===== config.mk =====
export PLATFORM = sky130hd
export DESIGN_NAME = zt_seq_ctrl
export DESIGN_NICKNAME = d
export VERILOG_FILES = /design/src/rtl/zt_pkg.sv /design/src/rtl/zt_beat_timer.sv /design/src/rtl/zt_seq_ctrl.sv
export SDC_FILE = /design/constraint.sdc
export NUM_CORES = 1
export LEC_CHECK = 0
export ABC_AREA = 1
export BUFFER_PORTS_ARGS = -buffer_cell sky130_fd_sc_hd__buf_2
export CAP_MARGIN = 40
export CORE_ASPECT_RATIO = 0.7
export CORE_MARGIN = 2
export CORE_UTILIZATION = 38
export CTS_CLUSTER_SIZE = 28
export DETAILED_ROUTE_END_ITERATION = 8
export PLACE_DENSITY = 0.64
export SYNTH_ARGS = -nofsm -noshare
export SYNTH_HDL_FRONTEND = slang
export SYNTH_HIERARCHICAL = 1
export SYNTH_SLANG_ARGS = --single-unit
export TNS_END_PERCENT = 100

===== constraint.sdc =====
create_clock -name i_clk -period 2.6 [get_ports i_clk]
set_input_delay 0 -clock i_clk [delete_from_list [all_inputs] [get_ports i_clk]]
set_output_delay 0 -clock i_clk [all_outputs]
set_load 0.005 [all_outputs]

===== src/rtl/zt_pkg.sv =====
// Shared types for the major-cycle sequencer: state and beat encodings plus the
// one-hot layout of the state word driven to the register file.
package zt_pkg;

  typedef enum logic [2:0] {
    S_IDLE,
    S_QZ,
    S_JZ,
    S_ZX,
    S_ZD,
    S_STD,
    S_KT,
    S_KTCZ
  } state_t;

  typedef enum logic [1:0] {
    T0,
    T1,
    T2,
    T3
  } beat_t;

  localparam int ZT_W    = 7;
  localparam int ZT_QZ   = 0;
  localparam int ZT_JZ   = 1;
  localparam int ZT_ZX   = 2;
  localparam int ZT_ZD   = 3;
  localparam int ZT_STD  = 4;
  localparam int ZT_KT   = 5;
  localparam int ZT_KTCZ = 6;

  // IDLE has no bit: the register file sees an all-zero state word.
  function automatic logic [ZT_W-1:0] zt_onehot(input state_t s);
    logic [ZT_W-1:0] v;
    v = '0;
    case (s)
      S_QZ:    v[ZT_QZ]   = 1'b1;
      S_JZ:    v[ZT_JZ]   = 1'b1;
      S_ZX:    v[ZT_ZX]   = 1'b1;
      S_ZD:    v[ZT_ZD]   = 1'b1;
      S_STD:   v[ZT_STD]  = 1'b1;
      S_KT:    v[ZT_KT]   = 1'b1;
      S_KTCZ:  v[ZT_KTCZ] = 1'b1;
      default: v = '0;
    endcase
    return v;
  endfunction

endpackage


===== src/rtl/zt_beat_timer.sv =====
// Beat sequencer T0..T3 inside a major cycle; T1 stretches until memory is ready.
// tmo is combinational and fires on the MEM_TMO-th consecutive not-ready clock of T1.
module zt_beat_timer
  import zt_pkg::*;
#(
  parameter int MEM_TMO = 255
) (
  input  logic       clk,
  input  logic       rst,
  input  logic       active,
  input  logic       mem_rdy,
  output logic [1:0] beat,
  output logic       tmo
);

  localparam int            CW   = $clog2(MEM_TMO + 1);
  localparam logic [CW-1:0] LAST = CW'(MEM_TMO - 1);

  beat_t         beat_q;
  logic [CW-1:0] wait_cnt;

  assign tmo  = active && (beat_q == T1) && !mem_rdy && (wait_cnt == LAST);
  assign beat = beat_q;

  always_ff @(posedge clk) begin
    if (rst || !active) begin
      beat_q   <= T0;
      wait_cnt <= '0;
    end else begin
      case (beat_q)
        T0: begin
          beat_q   <= T1;
          wait_cnt <= '0;
        end
        T1: begin
          if (mem_rdy || tmo) begin
            // A timeout abandons the cycle, so the next active state starts at T0.
            beat_q   <= mem_rdy ? T2 : T0;
            wait_cnt <= '0;
          end else begin
            wait_cnt <= wait_cnt + CW'(1);
          end
        end
        T2:      beat_q <= T3;
        default: beat_q <= T0;
      endcase
    end
  end

endmodule


===== src/rtl/zt_seq_ctrl.sv =====
// Major-cycle sequencer: walks fetch/indirect/execute/interrupt/data-channel/console
// cycles and emits one-clock register-file strobes; arbitration happens at T3 only.
module zt_seq_ctrl
  import zt_pkg::*;
#(
  parameter int MEM_TMO = 255
) (
  input  logic       i_clk,
  input  logic       i_rst,
  input  logic       i_start,
  input  logic       i_stop,
  input  logic       i_ind,
  input  logic       i_mref,
  input  logic       i_int_req,
  input  logic       i_int_en,
  input  logic       i_dch_req,
  input  logic       i_kt_req,
  input  logic       i_kt_store,
  input  logic       i_mem_rdy,
  output logic [6:0] o_zt,
  output logic       o_yx,
  output logic       o_dryx,
  output logic       o_drzt,
  output logic       o_drjd,
  output logic       o_drjcx,
  output logic       o_drjz,
  output logic       o_drjsz,
  output logic       o_jsz_cxd,
  output logic       o_mx_cxd,
  output logic       o_1_jd,
  output logic       o_nc_jcx,
  output logic       o_dmkt_jcx,
  output logic       o_int_ack,
  output logic       o_err
);

  state_t     state;
  state_t     nxt_state;
  state_t     saved;
  state_t     nxt_saved;
  state_t     cand;
  logic [1:0] beat_raw;
  beat_t      beat;
  logic       tmo;
  logic       active;
  logic       boundary;
  logic       dryx;
  logic       yx_val;
  logic       int_ack;
  logic [6:0] zt_val;
  logic       run_q;
  logic       err_q;
  logic       t0;
  logic       t2;
  logic       t3;
  logic       live;

  assign active = (state != S_IDLE);
  assign beat   = beat_t'(beat_raw);
  assign t0     = active && (beat == T0);
  assign t2     = active && (beat == T2);
  assign t3     = active && (beat == T3);

  zt_beat_timer #(
    .MEM_TMO (MEM_TMO)
  ) u_timer (
    .clk     (i_clk),
    .rst     (i_rst),
    .active  (active),
    .mem_rdy (i_mem_rdy),
    .beat    (beat_raw),
    .tmo     (tmo)
  );

  always_comb begin
    nxt_state = state;
    nxt_saved = saved;
    cand      = S_IDLE;
    boundary  = 1'b0;
    dryx      = 1'b0;
    yx_val    = run_q;
    int_ack   = 1'b0;
    zt_val    = zt_onehot(state);

    if (state == S_IDLE) begin
      if (i_start) begin
        nxt_state = S_QZ;
        dryx      = 1'b1;
        yx_val    = 1'b1;
      end else if (i_kt_req) begin
        nxt_state = i_kt_store ? S_KTCZ : S_KT;
      end
    end else if (tmo) begin
      nxt_state = S_IDLE;
      dryx      = 1'b1;
      yx_val    = 1'b0;
    end else if (beat == T3) begin
      case (state)
        S_QZ: begin
          if (i_ind)       cand = S_JZ;
          else if (i_mref) cand = S_ZX;
          else             boundary = 1'b1;
        end
        S_JZ:    cand = i_ind ? S_JZ : S_ZX;
        S_ZX:    boundary = 1'b1;
        S_ZD: begin
          cand    = S_JZ;
          int_ack = 1'b1;
        end
        S_STD:   cand = saved;
        default: cand = S_IDLE;
      endcase

      if (boundary) begin
        if (i_stop) begin
          nxt_state = S_IDLE;
          dryx      = 1'b1;
          yx_val    = 1'b0;
        end else if (i_dch_req) begin
          // A boundary steal resumes with a fresh fetch.
          nxt_state = S_STD;
          nxt_saved = S_QZ;
        end else if (i_int_req && i_int_en) begin
          nxt_state = S_ZD;
        end else begin
          nxt_state = S_QZ;
        end
      end else if (((state == S_QZ) || (state == S_JZ)) && i_dch_req) begin
        nxt_state = S_STD;
        nxt_saved = cand;
      end else begin
        nxt_state = cand;
      end

      zt_val = zt_onehot(nxt_state);
    end
  end

  always_ff @(posedge i_clk) begin
    if (i_rst) begin
      state <= S_IDLE;
      saved <= S_QZ;
      run_q <= 1'b0;
      err_q <= 1'b0;
    end else begin
      state <= nxt_state;
      saved <= nxt_saved;
      if (dryx) run_q <= yx_val;
      if (tmo)  err_q <= 1'b1;
    end
  end

  // Everything leaving the block is squashed during a reset clock.
  assign live       = ~i_rst;
  assign o_zt       = live ? zt_val : '0;
  assign o_yx       = live & yx_val;
  assign o_dryx     = live & dryx;
  assign o_drzt     = live & t3;
  assign o_drjd     = live & t0;
  assign o_jsz_cxd  = live & t0 & (state == S_QZ);
  assign o_1_jd     = live & t0 & (state == S_ZD);
  assign o_mx_cxd   = live & t0 & (state != S_QZ) & (state != S_ZD);
  assign o_drjcx    = live & t2;
  assign o_nc_jcx   = live & t2 & (state != S_KTCZ);
  assign o_dmkt_jcx = live & t2 & (state == S_KTCZ);
  assign o_drjz     = live & t3 & (state == S_QZ);
  assign o_drjsz    = live & t3 & (state == S_QZ);
  assign o_int_ack  = live & int_ack;
  assign o_err      = live & err_q;

endmodule


# ---- Yosys cells after proc, flatten, opt, wreduce, memory -nomap -nowiden
# Cells that the tools add are included.
dict set report op_classes {
  div_mod_pow 0
  order_cmp 0
  n_reduce_logical 21
  mul 0
  n_mux 66
  addsub 1
  bitwise 17
  shifts 0
  eq_ne 25
}
# cell n
set ops {}
lappend ops {{3-bit 2-to-1 mux} 17}
lappend ops {{1-bit 2-to-1 mux} 36}
lappend ops {{7-bit 2-to-1 mux} 4}
lappend ops {{3-bit == test, second input constant} 8}
lappend ops {{8-bit one-hot mux with 2 select lines} 1}
lappend ops {{1-bit AND} 14}
lappend ops {{3-bit by 2-bit == test with 1-bit output, second input constant} 4}
lappend ops {{3-bit one-hot mux with 4 select lines} 1}
lappend ops {{3-bit inequality test, second input constant} 3}
lappend ops {{8-bit by 1-bit adder with 8-bit output, second input constant} 1}
lappend ops {{8-bit == test, second input constant} 1}
lappend ops {{1-bit logical AND} 8}
lappend ops {{2-bit 2-to-1 mux} 4}
lappend ops {{8-bit 2-to-1 mux} 1}
lappend ops {{3-bit by 1-bit == test with 1-bit output, second input constant} 2}
lappend ops {{2-bit inequality test, second input constant} 3}
lappend ops {{2-bit one-hot mux with 3 select lines} 1}
lappend ops {{6-bit AND reduction} 1}
lappend ops {{3-bit nonzero test} 2}
lappend ops {{2-bit == test, second input constant} 2}
lappend ops {{2-bit nonzero test} 2}
lappend ops {{3-bit zero test} 1}
lappend ops {{1-bit logical OR} 3}
lappend ops {{3-bit by 1-bit inequality test with 1-bit output, second input constant} 1}
lappend ops {{other kinds (6)} 9}
dict set report totals {
  wordCells 136
  register_bits 18
  rom_bits 0
  input_bits 12
  mem_bits_rw 0
  n_memories 0
  latchBits 0
  out_inout_bits 21
}

# ---- Longest topological paths before layout
dict set report depth {
  depth_word 16
  depth_mapped 16
  ltp_nobuf 16
}

# ---- Modules after synthesis
# Netlist, hierarchy kept.
# module seq_area_each_um2 cells_per_inst area_each_um2 instances
set by_module_without_submodules {}
lappend by_module_without_submodules {zt_seq_ctrl 160.2 160 869.6 1}
lappend by_module_without_submodules {zt_beat_timer 200.2 87 618.1 1}

# ---- Least setup slack after synthesis
# OpenSTA, ideal clock, no wires.
dict set report synth_path {
  path_type {reg-to-reg}
  start {reg state[0]}
  end {reg saved[0]}
  required_time_ns 2.484
  arrival_time_ns 1.769
  path_stages_with_launch 17
  path_buffers 0
  synth_period_minus_slack_ns 1.886
  setup_ns 0.116
  setup_slack_ns 0.714
  path_cell_list {dfxtp_1 inv_2 nand2_2 nor2_2 inv_1 nand2_1 nor2_1 nand3_4 inv_1 nor2_4 inv_2 nor2_1 o21ai_1 inv_2 nand3_1 o21ai_1 nand2_1}
}
dict set report synth_between {
  elab_cells_between_ends 25
  classes_between {eq/ne: 7; mux: 7; bitwise: 2; reduce/logical: 9}
}
# item line_no
set synth_rtl {}
lappend synth_rtl {{start: declaration} zt_seq_ctrl.sv:37} ;# state_t state;
lappend synth_rtl {{start signal: assignment} zt_seq_ctrl.sv:146} ;# state <= nxt_state;
lappend synth_rtl {{3-bit nonzero test} zt_seq_ctrl.sv:58} ;# assign active = (state != S_IDLE);
lappend synth_rtl {{via active} zt_seq_ctrl.sv:45} ;# logic active;
lappend synth_rtl {{1-bit logical AND (3 in a row)} zt_beat_timer.sv:22} ;# assign tmo = active && (beat_q == T1) && !mem_rdy && (wait_cnt == LAST);
lappend synth_rtl {{via tmo} zt_seq_ctrl.sv:44} ;# logic tmo;
lappend synth_rtl {{1-bit inverter (no source line)} -}
lappend synth_rtl {{6-bit AND reduction (no source line)} -}
lappend synth_rtl {{end signal: assignment} zt_seq_ctrl.sv:147} ;# saved <= nxt_saved;
lappend synth_rtl {{end: declaration} zt_seq_ctrl.sv:39} ;# state_t saved;
# The timed path passes the listed nets, and every way through them passes these cells. The select of a mux whose other input is x is not followed.
# A chain may end at the register's enable or synchronous reset.

# ---- Final worst setup path
dict set report layout_path {
  start {reg state[1]}
  end {out o_zt[3]}
}
dict set report layout_between {
  elab_cells_between_ends 29
  classes_between {eq/ne: 6; mux: 16; reduce/logical: 7}
}
# item line_no
set layout_rtl {}
lappend layout_rtl {{3-bit nonzero test} zt_seq_ctrl.sv:58}
lappend layout_rtl {{via active} zt_seq_ctrl.sv:45}
lappend layout_rtl {{1-bit logical AND (3 in a row)} zt_beat_timer.sv:22}
lappend layout_rtl {{via tmo} zt_seq_ctrl.sv:44}
lappend layout_rtl {{7-bit 2-to-1 mux} zt_seq_ctrl.sv:93} ;# end else if (tmo) begin
lappend layout_rtl {{7-bit 2-to-1 mux} zt_seq_ctrl.sv:85} ;# if (state == S_IDLE) begin
lappend layout_rtl {{7-bit 2-to-1 mux} zt_seq_ctrl.sv:155} ;# assign o_zt = live ? zt_val : '0;
lappend layout_rtl {{end: declaration} zt_seq_ctrl.sv:20} ;# output logic [6:0] o_zt,
# The timed path passes the listed nets, and every way through them passes these cells. The select of a mux whose other input is x is not followed.

==> impl_metrics.toml <==
[power]
power_mw = 1.51
p_per_area_mw_per_mm2 = 865
p_leak_nw = 0.805
ir_worst_vdd_v = 0.000486

[detailed_routing]
vias = 1531
drt-total-wl_mm = 3.59
dr.first_iter.drc_count = 85
wl_per_cell_um = 10.9
viasPerCell = 4.64
first_pass_iters = 4
route.detailed.drc = 0
detail-route-antenna-nets = 0

[die]
start_util_pct = 41.0
die_h_um = 56.4
rows = 18
die_area_sq_mm = 0.00444
die_x_um = 78.8
ios = 33
core_area_sq_mm = 0.00363

[clock_network]
cts_setup_buffers = 0
clock_path_buffers = 2
hold_buffers = 0
cts_tree = "done"
clk_pin_slew_ps = 70
cts_made_buffers = 3
cts_resized = 0
cts_sinks = 18
clk_latency_ps = 250
cts_root_buf = "clkbuf_8"
htreeDepth = 1

[setup_path]
crit_chain = "inv_2, nand2_2, nor2_4, inv_1, nand2_1, nor2_1, nand3_4, inv_1, nor2_4, inv_2, nor2_2, nand3_1, a21oi_1, buf_2"
cp_num_cells = 14
endpoint_kind = "output pin"
rr_endpoint = "state[0]$_SDFFE_PP0P_"
r2r_slack_ps = 420
startpoint = "state[1]$_SDFFE_PP0P_"
endpoint = "o_zt[3]"
cpMaxStageDelayCell = "dfxtp_1"
crit_fanout = 8
r2r_start = "state[1]$_SDFFE_PP0P_"
crit_type = "flop to output pin"
path_buf_inv = 5
cp.required_ps = 2600
crit_family = "simple AND/OR/NAND/NOR gates"
cp.arrival_ps = 2280
critPathLaunchType = "flop"
reg2regPathDepth = 14
max_stage_delay_ps = 390

[timing]
clock_skew_ps = 6.37
setup_tns_ps = 0
holdWs_ps = 60.5
slew-limit-headroom_pct = 73.4
worst_slew_pin_slew_ps = 399
max_freq_ghz = 0.438
setup_violations = 0
min_period_over_period_pct = 87.9
finalMaxSlewViolations = 0
hold_viol = 0
rsz0062_at_grt = "false"
min_period_ps = 2280

[run_status]
status = "completed"

[synthesis]
synth_cell_types = 30
synth_edf_count = 0
syn_inst = 247
synth_seq_cells = 18
synth_warnings = 6
synth_common_cells = "nor2_1 (57), nand2_1 (40), inv_1 (28)"
ys.flop_type = "dfxtp_1"
yosysSeqAreaShare_pct = 24.2
synth_area_sq_mm = 0.00149
avgSynthCellArea_sq_um = 6.02
synth_most_common_cell = "nor2_1"
synth_area_leaders = "dfxtp_1 (24%), nor2_1 (14%), nand2_1 (10%), nand3_1 (7.4%), inv_1 (7.1%)"
async_reset_ff_share_pct = 0
synthesis.nets = 261
synth_top_area_cell = "dfxtp_1"
synth_top_area_share_pct = 24.2

[global_routing]
overflow = 0
grt_pass1_wl_mm = 6.40
grt_pass1_vias = 1392
grt_max_degree = 17
antenna_found_initial = 0
grt.total_usage_pct = 17.6

[finish]
stdcell_count = 330
layout-drive-gt1-share_pct = 27.1
layout.nets = 295
area_growth_pct = 17.7
n_antenna_cell = 0
fillers = 379

[job]
drv_cap = 0

[worst_hold_path]
holdCritPathClass = "input pin to flop"
hold_depth = 3

[placed_design]
placedCellCount = 326
portBuffers = 32
routabilityCongestion = 0.935
hpwl_mm = 2.88
-- worst min-delay path, delay by kind of cell --
family	cells	cell delay [ps]
buffers and inverters	1	130
and+or+nand+nor	1	80
AOI/OAI and AO/OA	1	60
-- cells in the final DEF, fill, tap and decap left out, drive strengths merged, types with 2 or more instances in the layout --
cell type and count:
nor2 67, nand2 51, inv 38, buf 33, nand3 26, dfxtp 18
a21oi 17, o21ai 13, clkbuf 4, nor3 4, xor2 2, ha 2
-- report_power, final --
group	total (mW)	switching, mW	internal [mW]
clock	0.226	0.0920	0.134
sequential	0.396	0.0779	0.318
combinational	0.891	0.606	0.285
total	1.51	0.776	0.737
-- area by class of cell --
type	instances	area [sq um]	share of cell area (%)
multi-input cells	187	960	54.8
flip-flops and latches	18	360	20.6
repair buffers	33	168	9.58
inverters	38	145	8.29
well taps	50	62.6	3.57
clock buffers	4	55.1	3.15
-- registers in the layout, indices dropped and copies added (netlist names) --
name / cells
u_timer/wait_cnt: 8
saved: 3
state: 3
u_timer/beat: 2
err_q: 1
run_q: 1
-- metal layers --
metal | vias up | track usage, % | part of all wire [%]
met4 | 0 | 2.26 | 0.20
met5 | - | 0 | 0
met1 | 640 | 28.3 | 54
met3 | 2 | 3.86 | 7.6
li1 | 837 | - | -
met2 | 52 | 23.9 | 38
-- through the flow --
step,area (sq um),util [%],worst slack [ps]
finish,1750,48.3,315
global route,1750,48.3,41.0
CTS,1750,48.1,266
detailed placement,1690,46.6,431
global placement,1690,46.6,520
floorplan,1490,-,714
-- logic make-up (layout without fill, tap and decap cells) --
| family | count (synthesis) | count (layout) | synth area share (%) |
|---|---|---|---|
| AO/OA/AOI/OAI | 32 | 32 | 11.4 |
| XOR/XNOR | 2 | 2 | 1.18 |
| adder cells (fa/ha/maj) | 2 | 2 | 1.68 |
| buffers and inverters | 42 | 75 | 11.6 |
| AND/OR/NAND/NOR | 151 | 151 | 50.0 |
| flip-flops | 18 | 18 | 24.2 |
-- how the worst min path moves through the flow --
stage          startpoint                            to  slack [ps]
2_1_floorplan       i_rst                     o_int_ack          40
3_3_place_gp    i_mem_rdy  u_timer/beat[1]$_SDFFE_PP0P_         330
3_5_place_dp    i_mem_rdy  u_timer/beat[1]$_SDFFE_PP0P_         340
4_1_cts         i_mem_rdy  u_timer/beat[1]$_SDFFE_PP0P_          60
5_1_grt         i_mem_rdy  u_timer/beat[1]$_SDFFE_PP0P_          90
6_report        i_mem_rdy  u_timer/beat[1]$_SDFFE_PP0P_          60
No activity file was read; power rests on OpenSTA's default activity.
